<file path="src/rtl/ps2_keyb_rx.sv">
// PS/2 keyboard receiver: pin conditioning, 11-bit frame deserialiser with
// start/parity/stop checks, and E0/F0 prefix folding into key event qualifiers.
//
// state | meaning
// IDLE  | waiting for a start bit (fall with data low)
// RECV  | shifting in data, parity and stop bits; gap timer running
// CHECK | one cycle to validate the frame and publish the result
module ps2_keyb_rx #(
  parameter int CLKFREQ_KHZ = 12000,
  parameter int FILTER_LEN  = 8,
  parameter int TIMEOUT_US  = 1000
) (
  input  logic       clk12,
  input  logic       master_reset_n,
  input  logic       clkps2,
  input  logic       dataps2,
  output logic [7:0] scancode,
  output logic       extended,
  output logic       released,
  output logic       key_valid,
  output logic       frame_err,
  output logic       busy
);

  localparam int TC = CLKFREQ_KHZ * TIMEOUT_US / 1000;
  localparam int TW = $clog2(TC + 1);
  localparam int FW = (FILTER_LEN > 1) ? $clog2(FILTER_LEN) : 1;

  typedef enum logic [1:0] {IDLE, RECV, CHECK} state_t;

  state_t        state_q, state_d;
  logic          clk_s1_q, clk_s1_d, clk_s2_q, clk_s2_d;
  logic          dat_s1_q, dat_s1_d, dat_s2_q, dat_s2_d;
  logic          filt_q, filt_d;
  logic [FW-1:0] fcnt_q, fcnt_d;
  logic          fall_q, fall_d;
  logic [3:0]    bitcnt_q, bitcnt_d;
  logic [9:0]    shift_q, shift_d;
  logic [TW-1:0] tmo_q, tmo_d;
  logic          ext_pend_q, ext_pend_d, rel_pend_q, rel_pend_d;
  logic [7:0]    scancode_q, scancode_d;
  logic          extended_q, extended_d, released_q, released_d;
  logic          key_valid_q, key_valid_d, frame_err_q, frame_err_d;

  always_comb begin
    clk_s1_d    = clkps2;
    clk_s2_d    = clk_s1_q;
    dat_s1_d    = dataps2;
    dat_s2_d    = dat_s1_q;

    // Level changes only after FILTER_LEN consecutive samples disagree with it.
    filt_d = filt_q;
    fcnt_d = '0;
    if (clk_s2_q != filt_q) begin
      if (fcnt_q == FW'(FILTER_LEN - 1)) filt_d = clk_s2_q;
      else                               fcnt_d = fcnt_q + FW'(1);
    end
    fall_d = filt_q & ~filt_d;

    state_d     = state_q;
    bitcnt_d    = bitcnt_q;
    shift_d     = shift_q;
    tmo_d       = tmo_q;
    ext_pend_d  = ext_pend_q;
    rel_pend_d  = rel_pend_q;
    scancode_d  = scancode_q;
    extended_d  = extended_q;
    released_d  = released_q;
    key_valid_d = 1'b0;
    frame_err_d = 1'b0;

    case (state_q)
      IDLE: begin
        if (fall_q) begin
          if (!dat_s2_q) begin
            state_d  = RECV;
            bitcnt_d = '0;
            tmo_d    = '0;
            shift_d  = '0;
          end else begin
            frame_err_d = 1'b1;
            ext_pend_d  = 1'b0;
            rel_pend_d  = 1'b0;
          end
        end
      end
      RECV: begin
        if (fall_q) begin
          shift_d  = {dat_s2_q, shift_q[9:1]};
          tmo_d    = '0;
          bitcnt_d = bitcnt_q + 4'd1;
          if (bitcnt_q == 4'd9) state_d = CHECK;
        end else if (tmo_q == TW'(TC - 1)) begin
          state_d     = IDLE;
          frame_err_d = 1'b1;
          ext_pend_d  = 1'b0;
          rel_pend_d  = 1'b0;
        end else begin
          tmo_d = tmo_q + TW'(1);
        end
      end
      CHECK: begin
        state_d = IDLE;
        // shift_q[8:0] = parity & data; odd parity means their XOR is 1.
        if ((^shift_q[8:0]) && shift_q[9]) begin
          if (shift_q[7:0] == 8'hE0) begin
            ext_pend_d = 1'b1;
          end else if (shift_q[7:0] == 8'hF0) begin
            rel_pend_d = 1'b1;
          end else begin
            scancode_d  = shift_q[7:0];
            extended_d  = ext_pend_q;
            released_d  = rel_pend_q;
            key_valid_d = 1'b1;
            ext_pend_d  = 1'b0;
            rel_pend_d  = 1'b0;
          end
        end else begin
          frame_err_d = 1'b1;
          ext_pend_d  = 1'b0;
          rel_pend_d  = 1'b0;
        end
      end
      default: state_d = IDLE;
    endcase
  end

  always_ff @(posedge clk12 or negedge master_reset_n) begin
    if (!master_reset_n) begin
      clk_s1_q    <= 1'b1;
      clk_s2_q    <= 1'b1;
      dat_s1_q    <= 1'b1;
      dat_s2_q    <= 1'b1;
      filt_q      <= 1'b1;
      fcnt_q      <= '0;
      fall_q      <= 1'b0;
      state_q     <= IDLE;
      bitcnt_q    <= '0;
      shift_q     <= '0;
      tmo_q       <= '0;
      ext_pend_q  <= 1'b0;
      rel_pend_q  <= 1'b0;
      scancode_q  <= 8'h00;
      extended_q  <= 1'b0;
      released_q  <= 1'b0;
      key_valid_q <= 1'b0;
      frame_err_q <= 1'b0;
    end else begin
      clk_s1_q    <= clk_s1_d;
      clk_s2_q    <= clk_s2_d;
      dat_s1_q    <= dat_s1_d;
      dat_s2_q    <= dat_s2_d;
      filt_q      <= filt_d;
      fcnt_q      <= fcnt_d;
      fall_q      <= fall_d;
      state_q     <= state_d;
      bitcnt_q    <= bitcnt_d;
      shift_q     <= shift_d;
      tmo_q       <= tmo_d;
      ext_pend_q  <= ext_pend_d;
      rel_pend_q  <= rel_pend_d;
      scancode_q  <= scancode_d;
      extended_q  <= extended_d;
      released_q  <= released_d;
      key_valid_q <= key_valid_d;
      frame_err_q <= frame_err_d;
    end
  end

  assign scancode  = scancode_q;
  assign extended  = extended_q;
  assign released  = released_q;
  assign key_valid = key_valid_q;
  assign frame_err = frame_err_q;
  assign busy      = (state_q != IDLE);

endmodule

</file>
<file path="config.mk">
export PLATFORM = sky130hd
export DESIGN_NAME = ps2_keyb_rx
export DESIGN_NICKNAME = d
export VERILOG_FILES = /design/src/rtl/ps2_keyb_rx.sv
export SDC_FILE = /design/constraint.sdc
export NUM_CORES = 1
export LEC_CHECK = 0
export CAP_MARGIN = 40
export CORE_MARGIN = 2
export CORE_UTILIZATION = 55
export DETAILED_ROUTE_END_ITERATION = 10
export GPL_TIMING_DRIVEN = 0
export PLACE_DENSITY = 0.75
export REMOVE_ABC_BUFFERS = 1
export SLEW_MARGIN = 40
export SYNTH_ARGS = -nofsm -noshare
export SYNTH_HDL_FRONTEND = slang
export SYNTH_SLANG_ARGS = --single-unit
export TNS_END_PERCENT = 5
</file>
<file path="constraint.sdc">
create_clock -name clk12 -period 4.5 [get_ports clk12]
set_clock_uncertainty 0.05 [all_clocks]
set_input_delay 0.675 -clock clk12 [delete_from_list [all_inputs] [get_ports clk12]]
set_output_delay 0.675 -clock clk12 [all_outputs]
set_load 0.02 [all_outputs]
</file>
==> impl_metrics.toml <==
[clock_tree]
cts.clk_slew.worst_paths_ps = 90
numCtsBuffers = 5
cts-root-buf = "clkbuf_8"
cts_tree = "built"
h-tree-depth = 2
post_cts_resized = 0
cts_setup_buffers = 0
cts_hold_buf = 0
cts_buffer_depth = 2
insertion_delay_ps = 320
clock_sinks = 53

[power]
ir_worst_vdd_mv = 0.208
power.leakage_nw = 1.25
p_per_area_nw_per_um2 = 293

[sta]
min_period_over_period_pct = 56.7
setup_viol = 0
finalHoldViolations = 0
relSlewSlack_pct = 54.2
fin_crit_ps = 2550
rsz0062_at_grt = "no"
setup_tns_ps = 0
report.final.slew_viol_count = 0
worst_pin_slew_ps = 686
max_freq_mhz = 392

[route]
drt-total-wl_mm = 4.44
drt_iter0_markers = 110
drtAntennaViolNets = 0
via_per_inst = 6.04
drc = 0
wl_per_cell_um = 15.0
first_pass_iters = 4
wl_met3_um = 195
met1Wirelength_mm = 2.14
dr_wl_met2_mm = 2.02
vias = 1781
highest_layer = "met4"

[place]
dp_hpwl_mm = 3.17
dp.cells = 287
dpl_cell_area_um2 = 2720
routabilityCongestion = 0.786
io_buffer_count = 16

[layout]
diodes = 0
mostFrequentLayoutCells = "dfrtp_1, clkdlybuf4s50_1, inv_1"
utilization_pct = 64.2
instances_no_fill = 295
final_common_cell = "dfrtp_1"
final_area_um2 = 2810
nNetsFinal = 256
area_growth_pct = 11.8
drive_gt1_share_pct = 12.3

[global_routing]
overflow = 0
grt_first_pass_wirelength_mm = 7.80
antenna_found_initial = 0
gr-usage-all-layers_pct = 19.9
grt_max_degree = 34
grt_pass1_vias = 1694

[synth]
yosysSeqAreaShare_pct = 53.0
synth_enable_flop_cells = 0
ys_warn_count = 0
netlist_instances = 225
async_flop_share_pct = 100
avgSynthCellArea_um2 = 11.2
ys.flop_type = "dfrtp_1"
synth-seq-cells = 53
synthesis.area_um2 = 2510
yosysUniqueCellTypes = 47

[status]
status = "complete, no violations"

[worst_setup_path]
critPathMaxStageDelay_ps = 600
critPathCaptureType = "output port"
path_class = "reg -> out"
cp_max_fo = 12
required_ps = 3770
path_delay_family = "buffers and inverters"
reg2reg_from = "shift_q[1]"
setup.worst_path.start_class = "register"
worstPathArrival_ps = 1830
critPathBufInv = 2
crit_path_start = "state_q[0]"
slowest_stage = "clkdlybuf4s50_1"
crit_chain = "inv_1 > nand2_1 > clkdlybuf4s50_1"

[hold_path]
hold_path_class = "in -> async"

[die]
initial_core_util_pct = 57.4
rows = 24
die_h_um = 71.6
io_pins = 17
core_um2 = 4380
die_w_um = 71.6
die_area_um2 = 5130

[flow_run]
max_cap_violations = 0
-- synthesized netlist by cell type (5+ instances only) --
| library cell | count | area share, % |
|---|---|---|
| o21ai_0 | 10 | 2.0 |
| mux2_2 | 11 | 4.9 |
| nand2_1 | 12 | 1.8 |
| inv_1 | 14 | 2.1 |
| a21oi_1 | 14 | 2.8 |
| nor2_1 | 5 | 0.75 |
| and3_1 | 6 | 1.5 |
| o211ai_1 | 5 | 1.5 |
| ha_1 | 10 | 5.0 |
| dfrtp_1 | 48 | 48 |
| nand3_1 | 8 | 1.6 |
| o31ai_1 | 5 | 1.5 |
| or3_1 | 5 | 1.2 |
| o22ai_1 | 5 | 1.2 |
| a22o_1 | 6 | 2.1 |
| dfstp_2 | 5 | 5.2 |
| nor3_1 | 6 | 1.2 |
-- routing by layer --
metal / global-route usage, % / vias up
li1: - / 865
met1: 26.7 / 872
met2: 30.6 / 38
met3: 5.63 / 6
met4: 8.60 / 0
met5: 0 / -
-- worst register-to-register path, cell delays in order, from the launching register on --
cell     delay (ps)
dfrtp_1         350
inv_1            70
ha_1            270
xnor3_1         390
xnor2_1         340
and3_1          540
mux2_2          400
-- final cells by class --
class                   instances  area [µm²]
fillers                       363        1570
well taps                      52        65.1
repair buffers                 17         178
clock inverters                 3        21.3
inverters                      14        52.6
multi-input cells             151        1090
clock buffers                   5        68.8
flip-flops and latches         53        1330
-- path summary, 6_finish.rpt --
| check | endpoint | slack [ps] | cells after the start |
|---|---|---|---|
| min reg2reg | dat_s2_q | 310 | 0 |
| max reg2reg | scancode[6] | 1980 | 6 |
| max | busy | 1950 | 3 |
| min | tmo_q[13] | 170 | 1 |
| max in group asynchronous | clk_s1_q | 3700 | 2 |
| min in group clk12 | dat_s2_q | 310 | 0 |
-- sequential cells by signal (all words and copies together), names as in the netlist --
signal,flops
clk_s2_q,1
scancode,8
shift_q,10
fcnt_q,3
ext_pend_q,1
released,1
key_valid,1
extended,1
tmo_q,14
filt_q,1
frame_err,1
state_q,2
clk_s1_q,1
rel_pend_q,1
fall_q,1
bitcnt_q,4
dat_s2_q,1
dat_s1_q,1
-- metrics by stage --
step	setup slack (ps)	power (mW)	hold slack, ps
2_1_floorplan	2260	0.541	295
3_3_place_gp	1190	0.558	295
3_5_place_dp	1990	0.562	297
4_1_cts	1950	0.838	172
5_1_grt	1760	0.861	178
6_report	1950	0.824	173
-- kinds of logic after synthesis --
family | after synthesis | share of synthesized area [%]
simple gates | 65 | 14.9
buf+inv | 21 | 3.63
mux | 13 | 5.72
xor+xnor | 4 | 1.94
flops | 53 | 53.0
compound gates | 59 | 15.8
fa+ha+maj | 10 | 4.98
-- power by group --
| part | total, mW | switching (mW) | internal, mW |
|---|---|---|---|
| sequential | 0.508 | 0.00981 | 0.498 |
| combinational | 0.0430 | 0.0223 | 0.0208 |
| clock | 0.274 | 0.163 | 0.111 |
Note: power is estimated with default switching activity, not from simulation.
